<file path="src/rtl/cache_miss_ctrl_if.sv">
// ---------------------------------------------------------------------------
// cache_miss_ctrl_if
// Bundles every signal between the cache miss controller and its neighbours:
// the CPU memory stage, the cache datapath and the main-memory block port.
//   master : the controller's view (drives stall, cache strobes, memory request,
//            refill data, performance counters and the error flag)
//   slave  : the environment's view (CPU request, cache status, memory response)
// ---------------------------------------------------------------------------
interface cache_miss_ctrl_if #(
  parameter int ADDR_W = 32,
  parameter int BLK_W  = 128,
  parameter int CNT_W  = 16
);
  // CPU side
  logic              cpu_rd_en;
  logic              cpu_wr_en;
  logic [ADDR_W-1:0] cpu_addr;
  logic              stall;
  // Cache datapath side
  logic              cache_rd_en;
  logic              cache_wr_en;
  logic              cache_hit;
  logic              wb_valid;
  logic [ADDR_W-1:0] wb_addr;
  logic [BLK_W-1:0]  wb_data;
  logic              fetch_enable;
  logic [BLK_W-1:0]  fetch_data;
  // Main-memory block port
  logic              mem_req;
  logic              mem_we;
  logic [ADDR_W-1:0] mem_addr;
  logic [BLK_W-1:0]  mem_wdata;
  logic              mem_ready;
  logic [BLK_W-1:0]  mem_rdata;
  // Status
  logic [CNT_W-1:0]  hit_cnt;
  logic [CNT_W-1:0]  miss_cnt;
  logic              err;

  modport master (
    input  cpu_rd_en, cpu_wr_en, cpu_addr, cache_hit, wb_valid, wb_addr, wb_data,
           mem_ready, mem_rdata,
    output stall, cache_rd_en, cache_wr_en, fetch_enable, fetch_data,
           mem_req, mem_we, mem_addr, mem_wdata, hit_cnt, miss_cnt, err
  );

  modport slave (
    output cpu_rd_en, cpu_wr_en, cpu_addr, cache_hit, wb_valid, wb_addr, wb_data,
           mem_ready, mem_rdata,
    input  stall, cache_rd_en, cache_wr_en, fetch_enable, fetch_data,
           mem_req, mem_we, mem_addr, mem_wdata, hit_cnt, miss_cnt, err
  );
endinterface

</file>
<file path="src/rtl/cache_miss_ctrl.sv">
// ---------------------------------------------------------------------------
// cache_miss_ctrl
// Sequences a 2-set data cache against main memory for one CPU load/store port.
// A CPU access is probed in the cache while the CPU is stalled; a miss runs an
// optional dirty-block write-back followed by a block refill, then the access
// is replayed into the cache. Saturating hit/miss counters and a sticky memory
// timeout flag are provided.
// Ports:
//   clk   - system clock, rising edge
//   rst_n - asynchronous active-low reset
//   bus   - cache_miss_ctrl_if.master (CPU, cache and memory signals)
// ---------------------------------------------------------------------------
module cache_miss_ctrl #(
  parameter int ADDR_W  = 32,
  parameter int BLK_W   = 128,
  parameter int TIMEOUT = 255,
  parameter int CNT_W   = 16
) (
  input  logic              clk,
  input  logic              rst_n,
  cache_miss_ctrl_if.master bus
);

  localparam int TMO_W = $clog2(TIMEOUT + 1);
  localparam logic [TMO_W-1:0]  TMO_LAST = TMO_W'(TIMEOUT - 1);
  localparam logic [TMO_W-1:0]  TMO_ONE  = TMO_W'(1);
  localparam logic [CNT_W-1:0]  CNT_ONE  = CNT_W'(1);
  // Clears the byte-in-block offset so memory always sees block-aligned addresses
  localparam logic [ADDR_W-1:0] BLK_MASK = {{(ADDR_W-4){1'b1}}, 4'h0};

  typedef enum logic [2:0] {
    S_IDLE   = 3'd0,
    S_LOOKUP = 3'd1,
    S_WB     = 3'd2,
    S_FILL   = 3'd3,
    S_REFILL = 3'd4,
    S_DONE   = 3'd5
  } state_e;

  // Counter increment that sticks at all-ones instead of wrapping
  function automatic logic [CNT_W-1:0] sat_inc(input logic [CNT_W-1:0] v);
    if (&v) begin
      return v;
    end else begin
      return v + CNT_ONE;
    end
  endfunction

  state_e            state_q, state_d;
  logic              wr_q, wr_d;
  logic [ADDR_W-1:0] addr_q, addr_d;
  logic [ADDR_W-1:0] mem_addr_q, mem_addr_d;
  logic [BLK_W-1:0]  mem_wdata_q, mem_wdata_d;
  logic [BLK_W-1:0]  fetch_data_q, fetch_data_d;
  logic [CNT_W-1:0]  hit_cnt_q, hit_cnt_d;
  logic [CNT_W-1:0]  miss_cnt_q, miss_cnt_d;
  logic              err_q, err_d;
  logic [TMO_W-1:0]  tmo_q, tmo_d;

  logic stall_s, cache_rd_s, cache_wr_s, mem_req_s, mem_we_s, fetch_en_s;

  // State and datapath registers
  always_ff @(posedge clk or negedge rst_n) begin
    if (!rst_n) begin
      state_q      <= S_IDLE;
      wr_q         <= 1'b0;
      addr_q       <= '0;
      mem_addr_q   <= '0;
      mem_wdata_q  <= '0;
      fetch_data_q <= '0;
      hit_cnt_q    <= '0;
      miss_cnt_q   <= '0;
      err_q        <= 1'b0;
      tmo_q        <= '0;
    end else begin
      state_q      <= state_d;
      wr_q         <= wr_d;
      addr_q       <= addr_d;
      mem_addr_q   <= mem_addr_d;
      mem_wdata_q  <= mem_wdata_d;
      fetch_data_q <= fetch_data_d;
      hit_cnt_q    <= hit_cnt_d;
      miss_cnt_q   <= miss_cnt_d;
      err_q        <= err_d;
      tmo_q        <= tmo_d;
    end
  end

  // Next-state and output decode
  always_comb begin
    state_d      = state_q;
    wr_d         = wr_q;
    addr_d       = addr_q;
    mem_addr_d   = mem_addr_q;
    mem_wdata_d  = mem_wdata_q;
    fetch_data_d = fetch_data_q;
    hit_cnt_d    = hit_cnt_q;
    miss_cnt_d   = miss_cnt_q;
    err_d        = err_q;
    tmo_d        = tmo_q;
    stall_s      = 1'b0;
    cache_rd_s   = 1'b0;
    cache_wr_s   = 1'b0;
    mem_req_s    = 1'b0;
    mem_we_s     = 1'b0;
    fetch_en_s   = 1'b0;
    case (state_q)
      S_IDLE: begin
        if (bus.cpu_rd_en || bus.cpu_wr_en) begin
          // A store wins when both requests are raised together
          stall_s    = 1'b1;
          wr_d       = bus.cpu_wr_en;
          addr_d     = bus.cpu_addr;
          cache_wr_s = bus.cpu_wr_en;
          cache_rd_s = ~bus.cpu_wr_en;
          state_d    = S_LOOKUP;
        end else begin
          state_d = S_IDLE;
        end
      end
      S_LOOKUP: begin
        stall_s = 1'b1;
        tmo_d   = '0;
        if (bus.cache_hit) begin
          hit_cnt_d = sat_inc(hit_cnt_q);
          state_d   = S_DONE;
        end else if (bus.wb_valid) begin
          miss_cnt_d  = sat_inc(miss_cnt_q);
          mem_addr_d  = bus.wb_addr & BLK_MASK;
          mem_wdata_d = bus.wb_data;
          state_d     = S_WB;
        end else begin
          miss_cnt_d = sat_inc(miss_cnt_q);
          mem_addr_d = addr_q & BLK_MASK;
          state_d    = S_FILL;
        end
      end
      S_WB: begin
        stall_s   = 1'b1;
        mem_req_s = 1'b1;
        mem_we_s  = 1'b1;
        if (bus.mem_ready) begin
          // Refill request follows immediately, counter restarts for it
          tmo_d      = '0;
          mem_addr_d = addr_q & BLK_MASK;
          state_d    = S_FILL;
        end else if (tmo_q == TMO_LAST) begin
          err_d   = 1'b1;
          state_d = S_DONE;
        end else begin
          tmo_d = tmo_q + TMO_ONE;
        end
      end
      S_FILL: begin
        stall_s   = 1'b1;
        mem_req_s = 1'b1;
        if (bus.mem_ready) begin
          fetch_data_d = bus.mem_rdata;
          state_d      = S_REFILL;
        end else if (tmo_q == TMO_LAST) begin
          err_d   = 1'b1;
          state_d = S_DONE;
        end else begin
          tmo_d = tmo_q + TMO_ONE;
        end
      end
      S_REFILL: begin
        // Replaying the original strobe lets a store merge its data into the new block
        stall_s    = 1'b1;
        fetch_en_s = 1'b1;
        cache_wr_s = wr_q;
        cache_rd_s = ~wr_q;
        state_d    = S_DONE;
      end
      S_DONE: begin
        state_d = S_IDLE;
      end
      default: begin
        state_d = S_IDLE;
      end
    endcase
  end

  assign bus.stall        = stall_s;
  assign bus.cache_rd_en  = cache_rd_s;
  assign bus.cache_wr_en  = cache_wr_s;
  assign bus.fetch_enable = fetch_en_s;
  assign bus.fetch_data   = fetch_data_q;
  assign bus.mem_req      = mem_req_s;
  assign bus.mem_we       = mem_we_s;
  assign bus.mem_addr     = mem_addr_q;
  assign bus.mem_wdata    = mem_wdata_q;
  assign bus.hit_cnt      = hit_cnt_q;
  assign bus.miss_cnt     = miss_cnt_q;
  assign bus.err          = err_q;

endmodule

</file>
<file path="src/flat_wrapper.sv">
// flat-port wrapper written by rule: the top's interface ports become plain ports
module cache_miss_ctrl_flat 
#(
  parameter int ADDR_W  = 32,
  parameter int BLK_W   = 128,
  parameter int TIMEOUT = 255,
  parameter int CNT_W   = 16
)
  (clk, rst_n, bus_cpu_rd_en, bus_cpu_wr_en, bus_cpu_addr, bus_cache_hit, bus_wb_valid, bus_wb_addr, bus_wb_data, bus_mem_ready, bus_mem_rdata, bus_stall, bus_cache_rd_en, bus_cache_wr_en, bus_fetch_enable, bus_fetch_data, bus_mem_req, bus_mem_we, bus_mem_addr, bus_mem_wdata, bus_hit_cnt, bus_miss_cnt, bus_err);
  cache_miss_ctrl_if #(.ADDR_W(ADDR_W), .BLK_W(BLK_W), .CNT_W(CNT_W)) bus_i ();
  input  logic clk;
  input  logic rst_n;
  input wire logic [$bits(bus_i.cpu_rd_en)-1:0] bus_cpu_rd_en;
  input wire logic [$bits(bus_i.cpu_wr_en)-1:0] bus_cpu_wr_en;
  input wire logic [$bits(bus_i.cpu_addr)-1:0] bus_cpu_addr;
  input wire logic [$bits(bus_i.cache_hit)-1:0] bus_cache_hit;
  input wire logic [$bits(bus_i.wb_valid)-1:0] bus_wb_valid;
  input wire logic [$bits(bus_i.wb_addr)-1:0] bus_wb_addr;
  input wire logic [$bits(bus_i.wb_data)-1:0] bus_wb_data;
  input wire logic [$bits(bus_i.mem_ready)-1:0] bus_mem_ready;
  input wire logic [$bits(bus_i.mem_rdata)-1:0] bus_mem_rdata;
  output wire logic [$bits(bus_i.stall)-1:0] bus_stall;
  output wire logic [$bits(bus_i.cache_rd_en)-1:0] bus_cache_rd_en;
  output wire logic [$bits(bus_i.cache_wr_en)-1:0] bus_cache_wr_en;
  output wire logic [$bits(bus_i.fetch_enable)-1:0] bus_fetch_enable;
  output wire logic [$bits(bus_i.fetch_data)-1:0] bus_fetch_data;
  output wire logic [$bits(bus_i.mem_req)-1:0] bus_mem_req;
  output wire logic [$bits(bus_i.mem_we)-1:0] bus_mem_we;
  output wire logic [$bits(bus_i.mem_addr)-1:0] bus_mem_addr;
  output wire logic [$bits(bus_i.mem_wdata)-1:0] bus_mem_wdata;
  output wire logic [$bits(bus_i.hit_cnt)-1:0] bus_hit_cnt;
  output wire logic [$bits(bus_i.miss_cnt)-1:0] bus_miss_cnt;
  output wire logic [$bits(bus_i.err)-1:0] bus_err;
  assign bus_i.cpu_rd_en = bus_cpu_rd_en;
  assign bus_i.cpu_wr_en = bus_cpu_wr_en;
  assign bus_i.cpu_addr = bus_cpu_addr;
  assign bus_i.cache_hit = bus_cache_hit;
  assign bus_i.wb_valid = bus_wb_valid;
  assign bus_i.wb_addr = bus_wb_addr;
  assign bus_i.wb_data = bus_wb_data;
  assign bus_i.mem_ready = bus_mem_ready;
  assign bus_i.mem_rdata = bus_mem_rdata;
  assign bus_stall = bus_i.stall;
  assign bus_cache_rd_en = bus_i.cache_rd_en;
  assign bus_cache_wr_en = bus_i.cache_wr_en;
  assign bus_fetch_enable = bus_i.fetch_enable;
  assign bus_fetch_data = bus_i.fetch_data;
  assign bus_mem_req = bus_i.mem_req;
  assign bus_mem_we = bus_i.mem_we;
  assign bus_mem_addr = bus_i.mem_addr;
  assign bus_mem_wdata = bus_i.mem_wdata;
  assign bus_hit_cnt = bus_i.hit_cnt;
  assign bus_miss_cnt = bus_i.miss_cnt;
  assign bus_err = bus_i.err;
  cache_miss_ctrl #(.ADDR_W(ADDR_W), .BLK_W(BLK_W), .TIMEOUT(TIMEOUT), .CNT_W(CNT_W)) u_core (.clk(clk), .rst_n(rst_n), .bus(bus_i));
endmodule
</file>
<file path="config.mk">
export PLATFORM = sky130hd
export DESIGN_NAME = cache_miss_ctrl_flat
export DESIGN_NICKNAME = d
export VERILOG_FILES = /design/src/rtl/cache_miss_ctrl_if.sv /design/src/rtl/cache_miss_ctrl.sv /design/src/flat_wrapper.sv
export SDC_FILE = /design/constraint.sdc
export NUM_CORES = 1
export LEC_CHECK = 0
export ABC_AREA = 1
export BUFFER_PORTS_ARGS = -buffer_cell sky130_fd_sc_hd__buf_2
export CAP_MARGIN = 20
export CORE_AREA = 2 2 255 257
export DETAILED_ROUTE_END_ITERATION = 12
export DIE_AREA = 0 0 257 259
export GPL_ROUTABILITY_DRIVEN = 1
export PLACE_DENSITY = 0.5
export SETUP_SLACK_MARGIN = 0.5
export SLEW_MARGIN = 30
export SYNTH_ARGS = -nofsm -noshare
export SYNTH_HDL_FRONTEND = slang
export SYNTH_SLANG_ARGS = --single-unit
</file>
<file path="constraint.sdc">
create_clock -name clk -period 2 [get_ports clk]
set_clock_uncertainty 0.15 [all_clocks]
set_input_delay 0.1 -clock clk [delete_from_list [all_inputs] [get_ports clk]]
set_output_delay 0.1 -clock clk [all_outputs]
set_load 0.05 [all_outputs]
</file>
==> impl_metrics.tcl <==
set metrics [dict create \
    status "finished, violations left" \
    violations "negative hold slack" \
    pin_count 654 \
    grt_usage_pct 20.7 \
    synth_area_leaders "dfrtp_1, nand2_1, nand3_1" \
    area_growth_pct 101 \
    synth_top_cell_by_area "dfrtp_1" \
    grt_pass1_vias 18100 \
    layout.nets 3236 \
    reg2reg_slack_ns 0.002 \
    synth_top_area_share_pct 59.5 \
    r2r_end "u_core.bus.fetch_data[38]" \
    power_density_nw_per_um2 1690 \
    antenna_found_initial 2 \
    cts-buffers-inserted 44 \
    ys_warn_count 0 \
    placed_cells 3223 \
    clk_pin_slew_ns 0.06 \
    setup.worst_path.start "u_core.state_q[2]" \
    crit_end "u_core.bus.fetch_data[38]" \
    die_h_um 259 \
    critPathMaxFanout 6 \
    crit_chain "inv_2, buf_6, buf_6, nand4_1, buf_12, buf_12, clkinv_16, buf_8, buf_12, buf_16, nand2_4, nand2_1" \
    crit_path_end_kind "register" \
    synthesis.area_um2 15000 \
    n_fill_cell 5636 \
    hold_viol 32 \
    layout.area.seq_um2 8960 \
    reg2reg_depth 12 \
    num_vias 17400 \
    cts_max_level 2 \
    grt_pass1_wl_um 107000 \
    root_buffer "clkbuf_16" \
    rsz0062_at_grt "yes" \
    min_period_ns 2.00 \
    die_x_um 257 \
    wirelength_um 75700 \
    arrival_ns 2.31 \
    initial_core_util_pct 23.5 \
    cp-start-kind "register" \
    first_pass_iters 5 \
    crit_path_max_incr_delay_ns 0.39 \
    port_buffers 641 \
    worstSetupPathType "reg -> reg" \
    grt_max_degree 67 \
    cap_viol_max_count 0 \
    initialDrtViolationCount 1115 \
    hpwlAfterDp_um 40300 \
    clock_sinks 357 \
    ys_ff_latch 357 \
    multi_input_area_um2 7930 \
    worstPathRequired_ns 2.31 \
    cpMaxStageDelayCell "dfrtp_1" \
    cpMostUsedCell "buf_12" \
    num_rows 93 \
    post_synth.cell_area_avg_um2 8.44 \
    stdcell_count 3797 \
    postLayoutCellArea_um2 30200 \
    drcViolationCount 0 \
    dieArea_um2 66600 \
    period_share_pct 99.9 \
    overflow 0 \
    whs_ns -0.0965 \
    syn_inst 1780 \
    synth_cell_types 31 \
    drtAntennaViolNets 0 \
    cts_tree "yes" \
    ys_seq_area_share_pct 59.5 \
    dpl-instance-area_um2 19700 \
    worstSkewPairLatency_ns 0.56 \
    maxSlewViolCount 0 \
    holdBufCountCts 317 \
    routed_via_density 4.58 \
    hold_class "in -> async" \
    finalSetupViolCount 0 \
    leakage_nw 15.3 \
    irDropWorstVdd_mv 1.18 \
    fmax_mhz 500 \
    cts_max_path_buffers 3 \
    place.gp.congestion 0.883 \
    r2r_start "u_core.state_q[2]" \
    wl_per_cell_um 19.9 \
    finalPower_mw 51.1 \
    drive_above_1_share_pct 49.8 \
    final_util_pct 47.3 \
    coreArea_um2 63900 \
]
## sequential cells by signal, summed over array words and instances (netlist names)
register,cells
u_core.addr_q,28
u_core.bus.err,1
u_core.bus.fetch_data,128
u_core.bus.hit_cnt,16
u_core.bus.mem_addr,28
u_core.bus.mem_wdata,128
u_core.bus.miss_cnt,16
u_core.state_q,3
u_core.tmo_q,8
u_core.wr_q,1
## layout make-up
cell class	count	area share, %
diodes	1	0.00828
well taps	855	3.54
multi-input cells	1293	26.2
repair inverters	2	0.153
inverters	38	0.634
clock inverters	18	0.733
clock buffers	64	4.29
flip-flops and latches	357	29.7
repair buffers	1169	34.7
## critical path: cells and delay by family, from the launching register on
| kind | cells | cell delay, ns |
|---|---|---|
| and+or+nand+nor | 3 | 0.23 |
| DFF | 1 | 0.39 |
| buffers and inverters | 9 | 1.11 |
## layer usage
| metal | GRT usage (%) | wire length [um] |
|---|---|---|
| met1 | 24.7 | 29200 |
| met5 | 0 | 0 |
| met4 | 8.24 | 3250 |
| met2 | 36.0 | 38400 |
| met3 | 4.57 | 4770 |
## placed cells by master, fill, tap and decap left out, types with 3 or more instances in the layout
master / n
buf_12: 53
buf_16: 70
buf_2: 634
buf_4: 35
buf_6: 34
buf_8: 14
bufinv_16: 4
clkbuf_1: 9
clkbuf_16: 57
clkbuf_8: 10
clkinv_2: 5
clkinv_4: 5
conb_1: 4
dfrtp_1: 335
dfrtp_2: 22
dlygate4sd3_1: 317
inv_1: 30
inv_2: 3
inv_6: 3
nand2_1: 538
nand2_2: 256
nand2_4: 128
nand2_8: 8
nand3_1: 131
nand3_2: 80
nand3_4: 16
nand3b_1: 4
nand4_1: 13
nor2_1: 34
nor2_2: 5
nor2_4: 7
o211ai_1: 4
o21a_1: 28
o21ai_0: 10
xnor2_1: 8
xor2_1: 6
## logic make-up after synthesis
family          count (synthesis)  share of synthesized area [%]
simple gates                 1219                           33.1
flops                         357                           59.5
other cells                     1                         0.0250
fa+ha+maj                       4                          0.333
xor+xnor                       14                          0.816
buf+inv                       137                           4.00
compound gates                 48                           2.26
## where the power goes
| part | internal [mW] | switching, mW | total [mW] |
|---|---|---|---|
| combinational | 9.99 | 19.6 | 29.6 |
| sequential | 10.5 | 2.64 | 13.1 |
| clock | 5.05 | 3.35 | 8.40 |
| total | 25.5 | 25.6 | 51.1 |
## cell usage after synthesis, drive strengths merged
library cell  instances
nand2               926
dfrtp               357
nand3               227
buf                  56
nor2                 46
clkbuf               43
inv                  38
o21a                 28
nand4                13
o21ai                13
xnor2                 8
nand3b                6
xor2                  6
ha                    4
o211ai                4
a21oi                 1
conb                  1
nor3                  1
o21bai                1
o22ai                 1
## metrics by stage
stage / setup WS (ns) / setup TNS (ns)
global route: -0.0818 / -2.99
global placement: 0.101 / 0
CTS: -0.00823 / -0.00831
finish: 0.00193 / 0
detailed placement: 0.0978 / 0
floorplan: 0.170 / 0
## repair_timing
action | in CTS | in global routing
hold endpoints to repair | 677 | 32
gates resized for setup | 306 | 503
pin swaps | 101 | 121
gates cloned | 70 | 13
setup endpoints to repair | 419 | 511
buffers inserted | 71 | 20
## worst min path at each step
stage               slack [ns]  cells past startpoint                   endpoint  start
finish                    -0.1                      2  u_core.bus.mem_wdata[105]  rst_n
global route             -0.09                      2  u_core.bus.mem_wdata[105]  rst_n
CTS                      -0.10                      2  u_core.bus.mem_wdata[105]  rst_n
detailed placement        -0.1                      1  u_core.bus.mem_wdata[105]  rst_n
global placement          -0.1                      1  u_core.bus.mem_wdata[105]  rst_n
floorplan                -0.35                      0          u_core.addr_q[10]  rst_n
Note: power is estimated with default switching activity, not from simulation.
